File: src/rtl/rv_pkg.sv
// Shared register-file types and sizes for the writeback path.
// Included by the arbiter, scoreboard and issue-side logic.
package rv_pkg;

   localparam int REG_ADDR_W = 5;
   localparam int NUM_REGS   = 32;
   localparam int MAX_DATA_W = 64;

   typedef logic [REG_ADDR_W-1:0] reg_addr_t;

   typedef struct packed {
      logic                  valid;
      reg_addr_t             rd;
      logic [MAX_DATA_W-1:0] data;
   } wb_req_t;

endpackage

File: src/rtl/rr_arbiter.sv
// Round-robin arbiter: one-hot grant searched from a rotating pointer.
// The pointer moves past the winner only when a grant is issued.
module rr_arbiter #(
   parameter int N = 3
) (
   input  logic                      clk,
   input  logic                      rst_n,
   input  logic [N-1:0]              i_req,
   output logic [N-1:0]              o_gnt,
   output logic                      o_any,
   output logic [$clog2(N)-1:0]      o_idx
);

   localparam int PW = $clog2(N);

   logic [PW-1:0] r_ptr;
   logic [PW-1:0] w_idx;
   logic          w_found;
   logic [N-1:0]  w_gnt;

   always_comb begin
      int j;
      j       = 0;
      w_found = 1'b0;
      w_idx   = '0;
      w_gnt   = '0;
      for (int k = 0; k < N; k++) begin
         j = int'(r_ptr) + k;
         if (j >= N) j = j - N;
         if (!w_found && i_req[j]) begin
            w_found = 1'b1;
            w_idx   = PW'(j);
         end
      end
      // Grants are masked during reset so nothing is consumed.
      if (w_found && rst_n) w_gnt[w_idx] = 1'b1;
   end

   always_ff @(posedge clk or negedge rst_n) begin
      if (!rst_n) begin
         r_ptr <= '0;
      end else if (w_found) begin
         r_ptr <= (w_idx == PW'(N-1)) ? '0 : w_idx + 1'b1;
      end
   end

   assign o_gnt = w_gnt;
   assign o_any = w_found & rst_n;
   assign o_idx = w_idx;

endmodule

File: src/rtl/regfile_wb_arbiter.sv
// Shares the register-file write port between writeback units and
// tracks pending destination writes for hazard checks at issue.
module regfile_wb_arbiter
   import rv_pkg::*;
#(
   parameter int WIDTH = 32,
   parameter int N_REQ = 3
) (
   input  logic                   clk,
   input  logic                   rst_n,
   input  logic [N_REQ-1:0]       req_valid,
   input  logic [N_REQ*5-1:0]     req_rd,
   input  logic [N_REQ*WIDTH-1:0] req_data,
   output logic [N_REQ-1:0]       req_ready,
   output logic                   wb_we,
   output logic [4:0]             wb_ad,
   output logic [WIDTH-1:0]       wb_wd,
   input  logic                   issue_valid,
   input  logic [4:0]             issue_rd,
   output logic                   issue_ready,
   input  logic [4:0]             rs1_addr,
   input  logic [4:0]             rs2_addr,
   output logic                   rs1_busy,
   output logic                   rs2_busy,
   output logic [31:0]            busy_vec
);

   localparam int PW = $clog2(N_REQ);

   wb_req_t             w_req [N_REQ];
   wb_req_t             w_sel;
   logic [N_REQ-1:0]    w_gnt;
   logic                w_any;
   logic [PW-1:0]       w_idx;

   logic                r_we;
   reg_addr_t           r_ad;
   logic [WIDTH-1:0]    r_wd;
   logic [NUM_REGS-1:0] r_busy;
   logic [NUM_REGS-1:0] w_busy_nxt;
   logic                w_alloc;

   for (genvar i = 0; i < N_REQ; i++) begin : g_unpack
      assign w_req[i].valid = req_valid[i];
      assign w_req[i].rd    = req_rd[i*REG_ADDR_W +: REG_ADDR_W];
      assign w_req[i].data  = MAX_DATA_W'(req_data[i*WIDTH +: WIDTH]);
   end

   rr_arbiter #(
      .N (N_REQ)
   ) u_arb (
      .clk   (clk),
      .rst_n (rst_n),
      .i_req (req_valid),
      .o_gnt (w_gnt),
      .o_any (w_any),
      .o_idx (w_idx)
   );

   assign w_sel     = w_req[w_idx];
   assign req_ready = w_gnt;

   // x0 writes are consumed but never reach the register file.
   always_ff @(posedge clk or negedge rst_n) begin
      if (!rst_n) begin
         r_we <= 1'b0;
         r_ad <= '0;
         r_wd <= '0;
      end else if (w_any) begin
         r_we <= (w_sel.rd != '0);
         r_ad <= w_sel.rd;
         r_wd <= w_sel.data[WIDTH-1:0];
      end else begin
         r_we <= 1'b0;
      end
   end

   assign issue_ready = issue_valid &&
                        (issue_rd == '0 || !r_busy[issue_rd]);
   assign w_alloc     = issue_ready && (issue_rd != '0);

   always_comb begin
      w_busy_nxt = r_busy;
      if (r_we)    w_busy_nxt[r_ad]     = 1'b0;
      if (w_alloc) w_busy_nxt[issue_rd] = 1'b1;
      w_busy_nxt[0] = 1'b0;
   end

   always_ff @(posedge clk or negedge rst_n) begin
      if (!rst_n) begin
         r_busy <= '0;
      end else begin
         r_busy <= w_busy_nxt;
      end
   end

   assign rs1_busy = r_busy[rs1_addr];
   assign rs2_busy = r_busy[rs2_addr];
   assign busy_vec = r_busy;

   assign wb_we = r_we;
   assign wb_ad = r_ad;
   assign wb_wd = r_wd;

endmodule

File: config.mk
export PLATFORM = sky130hd
export DESIGN_NAME = regfile_wb_arbiter
export DESIGN_NICKNAME = d
export VERILOG_FILES = /design/src/rtl/rv_pkg.sv /design/src/rtl/rr_arbiter.sv /design/src/rtl/regfile_wb_arbiter.sv
export SDC_FILE = /design/constraint.sdc
export NUM_CORES = 1
export LEC_CHECK = 0
export ABC_AREA = 0
export BUFFER_PORTS_ARGS = -buffer_cell sky130_fd_sc_hd__buf_2
export CAP_MARGIN = 40
export CORE_MARGIN = 3
export CORE_UTILIZATION = 45
export DETAILED_ROUTE_END_ITERATION = 8
export PLACE_DENSITY = 0.78
export SYNTH_ARGS = -nofsm -noshare
export SYNTH_HDL_FRONTEND = slang
export SYNTH_SLANG_ARGS = --single-unit
File: constraint.sdc
create_clock -name clk -period 2.92 [get_ports clk]
set_clock_uncertainty 0.2 [all_clocks]
set_input_delay 0.146 -clock clk [delete_from_list [all_inputs] [get_ports clk]]
set_output_delay 0.146 -clock clk [all_outputs]
set_load 0.01 [all_outputs]
==> summary.txt, run 1 <==
status = complete, no violations
total track usage = 0.352
1st-pass router iterations = 6
ratio of cells with drive above 1 in the final layout = 0.377
P_leak = 2.94 nW
Fin Hold WS = 11.2 ps
Period minus WS final = 2840 ps
Top FF cell, synth = dfrtp_1
Root Driver = clkbuf_8
yosys warns = 0
mean post-synth cell area = 10.6 um^2
Port Buffers = 206
Hold Path Class = input pin to flip-flop
Detail Route Antenna Nets = 0
wl on met1 = 6.67 mm
Area Overhead vs Synth = 56.9%
worst-skew pair later-pin latency = 350 ps
largest net degree at the start of global routing = 57
Seq/Total Area, Yosys = 0.406
Final Hold Viols = 0
data required time of the worst path = 2570 ps
CP startpoint kind = flip-flop
initial drt markers = 537
Die Wd = 105 um
Sink Count = 71
dpl cell area = 5480 um^2
WL per Instance = 22.8 um
Reg2Reg Depth = 9
arrival time of the worst setup path = 2490 ps
Reg clk slew, reported paths = 70 ps
most frequent cells in the layout = buf_2, dlygate4sd3_1, o21ai_0
max_slew headroom = 0.515
Final Cycle Share = 0.972
Final HPWL DP = 11.3 mm
Design Power = 6.93 mW
level count of the clock H-tree = 3
Core ar. = 9370 um^2
post-CTS setup buffers = 0
ranking of synthesized cells by area = dfrtp_1, mux4_2, o21ai_0
first-pass GRT wire length = 30.3 mm
hold_sp = issue_rd[2]
DR vias/cell = 6.28
fmax = 352 MHz
library cells used by synthesis = 50
met2 routed WL = 9.48 mm
DR DRC count = 0
Bufs on Longest Clock Path = 2
# fillers = 606
TritonCTS clock tree = yes
syn nets = 550
Post-Syn Instances = 415
Die Ht = 105 um
Synth top area share = 0.406
Hold Path Depth = 3
leading area contributor after synthesis = dfrtp_1
initial antenna violation count = 1
RD Place Congestion = 0.882
Max stage delay cell, worst path = dfrtp_1
Post-synth EDFFs = 0
Synth Register Bits = 71
Synth async-reset ratio = 1.00
Inserted Clock Buffers = 9
max layer used = met4
Finished Cell Area = 6870 um^2
Max Cap Violations = 0
Max Fanout on Critical Path = 41
Post-Route WL = 19.5 mm
RR Endpoint = wb_wd[16]$_DFFE_PN0P_
met3 wire len = 2.07 mm
Worst Tran Pin Value = 728 ps
Hold EP = busy_vec[30]$_DFF_PN0_
commonest non-fill, non-tap cell in the layout = buf_2
VDD IR-drop max = 0.518 mV
Critical Path Sink Type = output pin
Setup TNS = 0 ps
# nets final = 854
Slew Viols, Final = 0
GRT overflow = 0
DR vias = 5359
Setup Crit Path Kind = flip-flop to output pin
Core Util, Final = 0.733
number of global-route vias before repair = 5526
Top Ports = 208
Cell Area, Synth = 4380 um^2
Setup violations, final = 0
pwr dens = 1010 nW/um^2
initial core utilization = 0.467
Critical Path Max Stage Delay = 400 ps
RR Startpoint = u_arb.r_ptr[0]$_DFFE_PN0N_
reg2reg setup slack = 170 ps
worst path cell trace = inv_1, ha_2, nand2b_1, a21boi_2, o41ai_1, and2_1, buf_12, nor2b_1, buf_2
Rows = 35
die area = 11000 um^2
[where the power goes]
part	internal (mW)	switching (mW)	total [mW]	leakage (nW)
Clock	0.588	0.396	0.983	0.122
Sequential	1.48	0.555	2.03	0.790
Combinational	1.76	2.15	3.91	2.02
Total	3.83	3.10	6.93	2.94
[worst max-delay path: cells and delay by family, from the launching register on]
| kind | cells | cell delay (ps) |
|---|---|---|
| compound gates | 2 | 390 |
| fa+ha+maj | 1 | 350 |
| buf+inv | 3 | 480 |
| flops | 1 | 400 |
| simple gates | 3 | 490 |
[worst max-delay path by stage]
stage,startpoint,endpoint
detailed placement,u_arb.r_ptr[0]$_DFFE_PN0N_,wb_wd[10]$_DFFE_PN0P_
global placement,u_arb.r_ptr[0]$_DFFE_PN0N_,wb_we$_DFF_PN0_
finish,u_arb.r_ptr[0]$_DFFE_PN0N_,req_ready[2]
floorplan,u_arb.r_ptr[0]$_DFFE_PN0N_,req_ready[2]
global route,u_arb.r_ptr[0]$_DFFE_PN0N_,req_ready[0]
CTS,u_arb.r_ptr[0]$_DFFE_PN0N_,req_ready[1]
[per-stage QoR]
stage | instances | worst slack, ps
CTS | 853 | 65.3
finish | 854 | 81.3
global route | 854 | -8.12
floorplan | 415 | 555
detailed placement | 723 | 282
global placement | 723 | 418
[per-layer routing]
layer / track usage / vias to the layer above
met5: 0 / -
met4: 0.211 / 0
met3: 0.0679 / 101
met2: 0.597 / 462
met1: 0.412 / 2566
li1: - / 2230
[Yosys cell counts (all sizes together), types with 2 or more instances]
| library cell | count |
|---|---|
| and2 | 3 |
| clkbuf | 10 |
| a21boi | 3 |
| a31oi | 2 |
| mux2 | 3 |
| dfrtp | 71 |
| mux4 | 26 |
| mux2i | 2 |
| o22ai | 2 |
| a221oi | 36 |
| nor3 | 2 |
| a2bb2oi | 34 |
| or2 | 3 |
| nand3 | 5 |
| ha | 3 |
| nor2b | 3 |
| a222oi | 3 |
| or4b | 4 |
| nand2 | 53 |
| a21oi | 4 |
| nor2 | 5 |
| or4 | 2 |
| buf | 25 |
| or3b | 2 |
| inv | 7 |
| nand3b | 5 |
| o21ai | 73 |
| nand2b | 9 |
| or3 | 2 |
| o21a | 2 |
[registers in the layout, indices dropped and copies added (netlist names)]
register	cells
wb_ad	5
wb_we	1
u_arb.r_ptr	2
wb_wd	32
busy_vec	31
[kinds of logic after synthesis]
family          after synthesis  synth area share
buf+inv                      42            0.0503
compound gates              167             0.268
simple gates                 99             0.118
other cells                   1          0.000856
flops                        71             0.406
fa+ha+maj                     4            0.0109
mux                          31             0.146
[area by class of cell]
type	count	area, um^2	share of cell area
diodes	1	2.50	0.000364
clock buffers	10	138	0.0200
clock inverters	6	108	0.0157
inverters	7	26.3	0.00382
multi-input cells	302	2400	0.349
flip-flops and latches	71	1780	0.259
well taps	129	161	0.0235
repair buffers	328	2260	0.329
[repair_timing]
| item | CTS | global route |
|---|---|---|
| endpoints found under the hold margin | 53 | 0 |
| gates resized for setup | 0 | 4 |
| endpoints found under the setup margin | 0 | 4 |
| hold buffers | 114 | 0 |
No activity file was read; power rests on OpenSTA's default activity.
==> run 2: changes to the inputs <==
--- a/config.mk
+++ b/config.mk
@@ -11,6 +11,7 @@
 export CORE_MARGIN = 3
 export CORE_UTILIZATION = 45
 export DETAILED_ROUTE_END_ITERATION = 8
+export HOLD_SLACK_MARGIN = 0.06
 export PLACE_DENSITY = 0.78
 export SYNTH_ARGS = -nofsm -noshare
 export SYNTH_HDL_FRONTEND = slang
==> run 2 against run 1 <==
- global-route usage up 0.066 points
- utilization up 0.21 points
- critical path type unchanged
- wire length up 0.21%
- sequential share of layout area down 0.075 points
- largest cell class unchanged
- non-clock buffer count up 2
- clock power down 0.8%
- first-iteration DRC count up 6.1%
- flip-flop and latch count unchanged
- combinational power about the same
- design area up 0.29%
==> summary.txt, run 2 (synthesis results as in run 1) <==
status = complete, no violations
die area = 11000 um^2
P_sw = 3.09 mW
fmax = 354 MHz
Clock Power Share = 0.141
Worst Setup Slack, final = 95.6 ps
GRT overflow = 0
Area Overhead vs Synth = 57.4%
worst-skew pair later-pin latency = 350 ps
Root Driver = clkbuf_8
number of global-route vias before repair = 5531
commonest non-fill, non-tap cell in the layout = buf_2
reg2reg setup slack = 160 ps
Die Ht = 105 um
VDD IR-drop max = 0.521 mV
worst setup slack after placement = 282 ps
post-CTS setup buffers = 0
Comb pwr share = 0.565
P_leak = 2.94 nW
first-pass GRT wire length = 30.4 mm
max_slew headroom = 0.507
Design Power = 6.92 mW
Top delay family on crit path = buffers and inverters
Final Hold Viols = 0
level count of the clock H-tree = 3
Die Wd = 105 um
Sink Count = 71
Setup Crit Path Kind = flip-flop to output pin
Post-Route WL = 19.5 mm
Critical Path Sink Type = output pin
DR vias/cell = 6.31
Worst Tran Pin Value = 738 ps
hold_sp = issue_valid
dpl cell area = 5480 um^2
pwr dens = 1000 nW/um^2
Core ar. = 9370 um^2
CP startpoint kind = flip-flop
Worst Setup SP = u_arb.r_ptr[0]$_DFFE_PN0N_
Largest register FFs = 32
Critical Path Max Stage Delay = 400 ps
initial core utilization = 0.467
Sw Share = 0.447
Buf/Inv on CP = 3
Top Ports = 208
RR Startpoint = u_arb.r_ptr[0]$_DFFE_PN0N_
RR Endpoint = wb_wd[16]$_DFFE_PN0P_
most frequent cells in the layout = buf_2, dlygate4sd3_1, o21ai_0
Setup violations, final = 0
worst path cell trace = inv_1, ha_2, nand2b_1, a21boi_2, o41ai_1, and2_1, buf_12, nor2b_1, buf_2
Max stage delay cell, worst path = dfrtp_1
arrival time of the worst setup path = 2480 ps
Reg clk slew, reported paths = 70 ps
Max Cap Violations = 0
WL per Instance = 22.8 um
Hold Path Depth = 4
initial antenna violation count = 1
Internal = 3.83 mW
RD Place Congestion = 0.882
Port Buffers = 206
Rows = 35
Period minus WS final = 2820 ps
Max Fanout on Critical Path = 41
data required time of the worst path = 2570 ps
Final HPWL DP = 11.3 mm
largest net degree at the start of global routing = 57
ratio of cells with drive above 1 in the final layout = 0.376
Slew Viols, Final = 0
total track usage = 0.352
Hold EP = busy_vec[22]$_DFF_PN0_
sequential share of power = 0.294
TritonCTS clock tree = yes
1st-pass router iterations = 6
Fin Hold WS = 91.9 ps
Inserted Clock Buffers = 9
Bufs on Longest Clock Path = 2
Reg2Reg Depth = 9
Finished Cell Area = 6890 um^2
initial drt markers = 570
# nets final = 856
Detail Route Antenna Nets = 0
DR DRC count = 0
DR vias = 5400
Final Cycle Share = 0.967
Hold Path Class = input pin to flip-flop
run 2: cell type report:
cell class | instances | area (um^2)
clock buffers | 10 | 138
well taps | 129 | 161
flip-flops and latches | 71 | 1780
inverters | 7 | 26.3
fillers | 606 | 2480
repair buffers | 330 | 2280
diodes | 1 | 2.50
clock inverters | 6 | 108
multi-input cells | 302 | 2400
run 2: worst max path at each step:
stage                                  endpoint  cells past startpoint
after floorplan                    req_ready[2]                     11
after global placement          wb_we$_DFF_PN0_                      9
after detailed placement  wb_wd[10]$_DFFE_PN0P_                      9
after CTS                          req_ready[1]                      9
after global routing               req_ready[0]                      9
final                              req_ready[2]                      9
run 2: metal layers:
layer  up-vias  GRT usage  part of all wire  wire length (um)
met1      2593      0.415              0.34              6620
met4         0      0.207             0.066              1290
met3       109     0.0655              0.11              2080
li1       2238          -                 -                 -
met5         -          0                 0                 0
met2       460      0.600              0.49              9520
run 2: power by group through the flow:
stage	registers (mW)	logic [mW]	clock network, mW
floorplan	2.04	2.26	0
global placement	1.97	3.48	0
detailed placement	2.00	3.58	0
CTS	1.99	3.70	0.976
global route	2.08	4.16	1.02
finish	2.04	3.91	0.975
run 2: timing repair:
action | in CTS | in global routing
endpoints found under the hold margin | 123 | 0
setup endpoints to repair | 0 | 4
hold buffers | 116 | 0
resized for setup | 0 | 4
run 2: metrics by stage:
step            util  TNS [ps]  std cells
6_report       0.736         0        856
5_1_grt        0.736     -8.12        856
3_5_place_dp   0.584         0        723
3_3_place_gp   0.584         0        723
4_1_cts        0.734         0        855
2_1_floorplan      -         0        415
run 2: worst register-to-register path, stage by stage (launching register included):
cell and delay [ps]:
dfrtp_1 400, inv_1 130, ha_2 350, nand2b_1 120
a21boi_2 90, nor3_4 310, a31oi_4 150, buf_4 250
a221oi_1 470, a2bb2oi_1 160
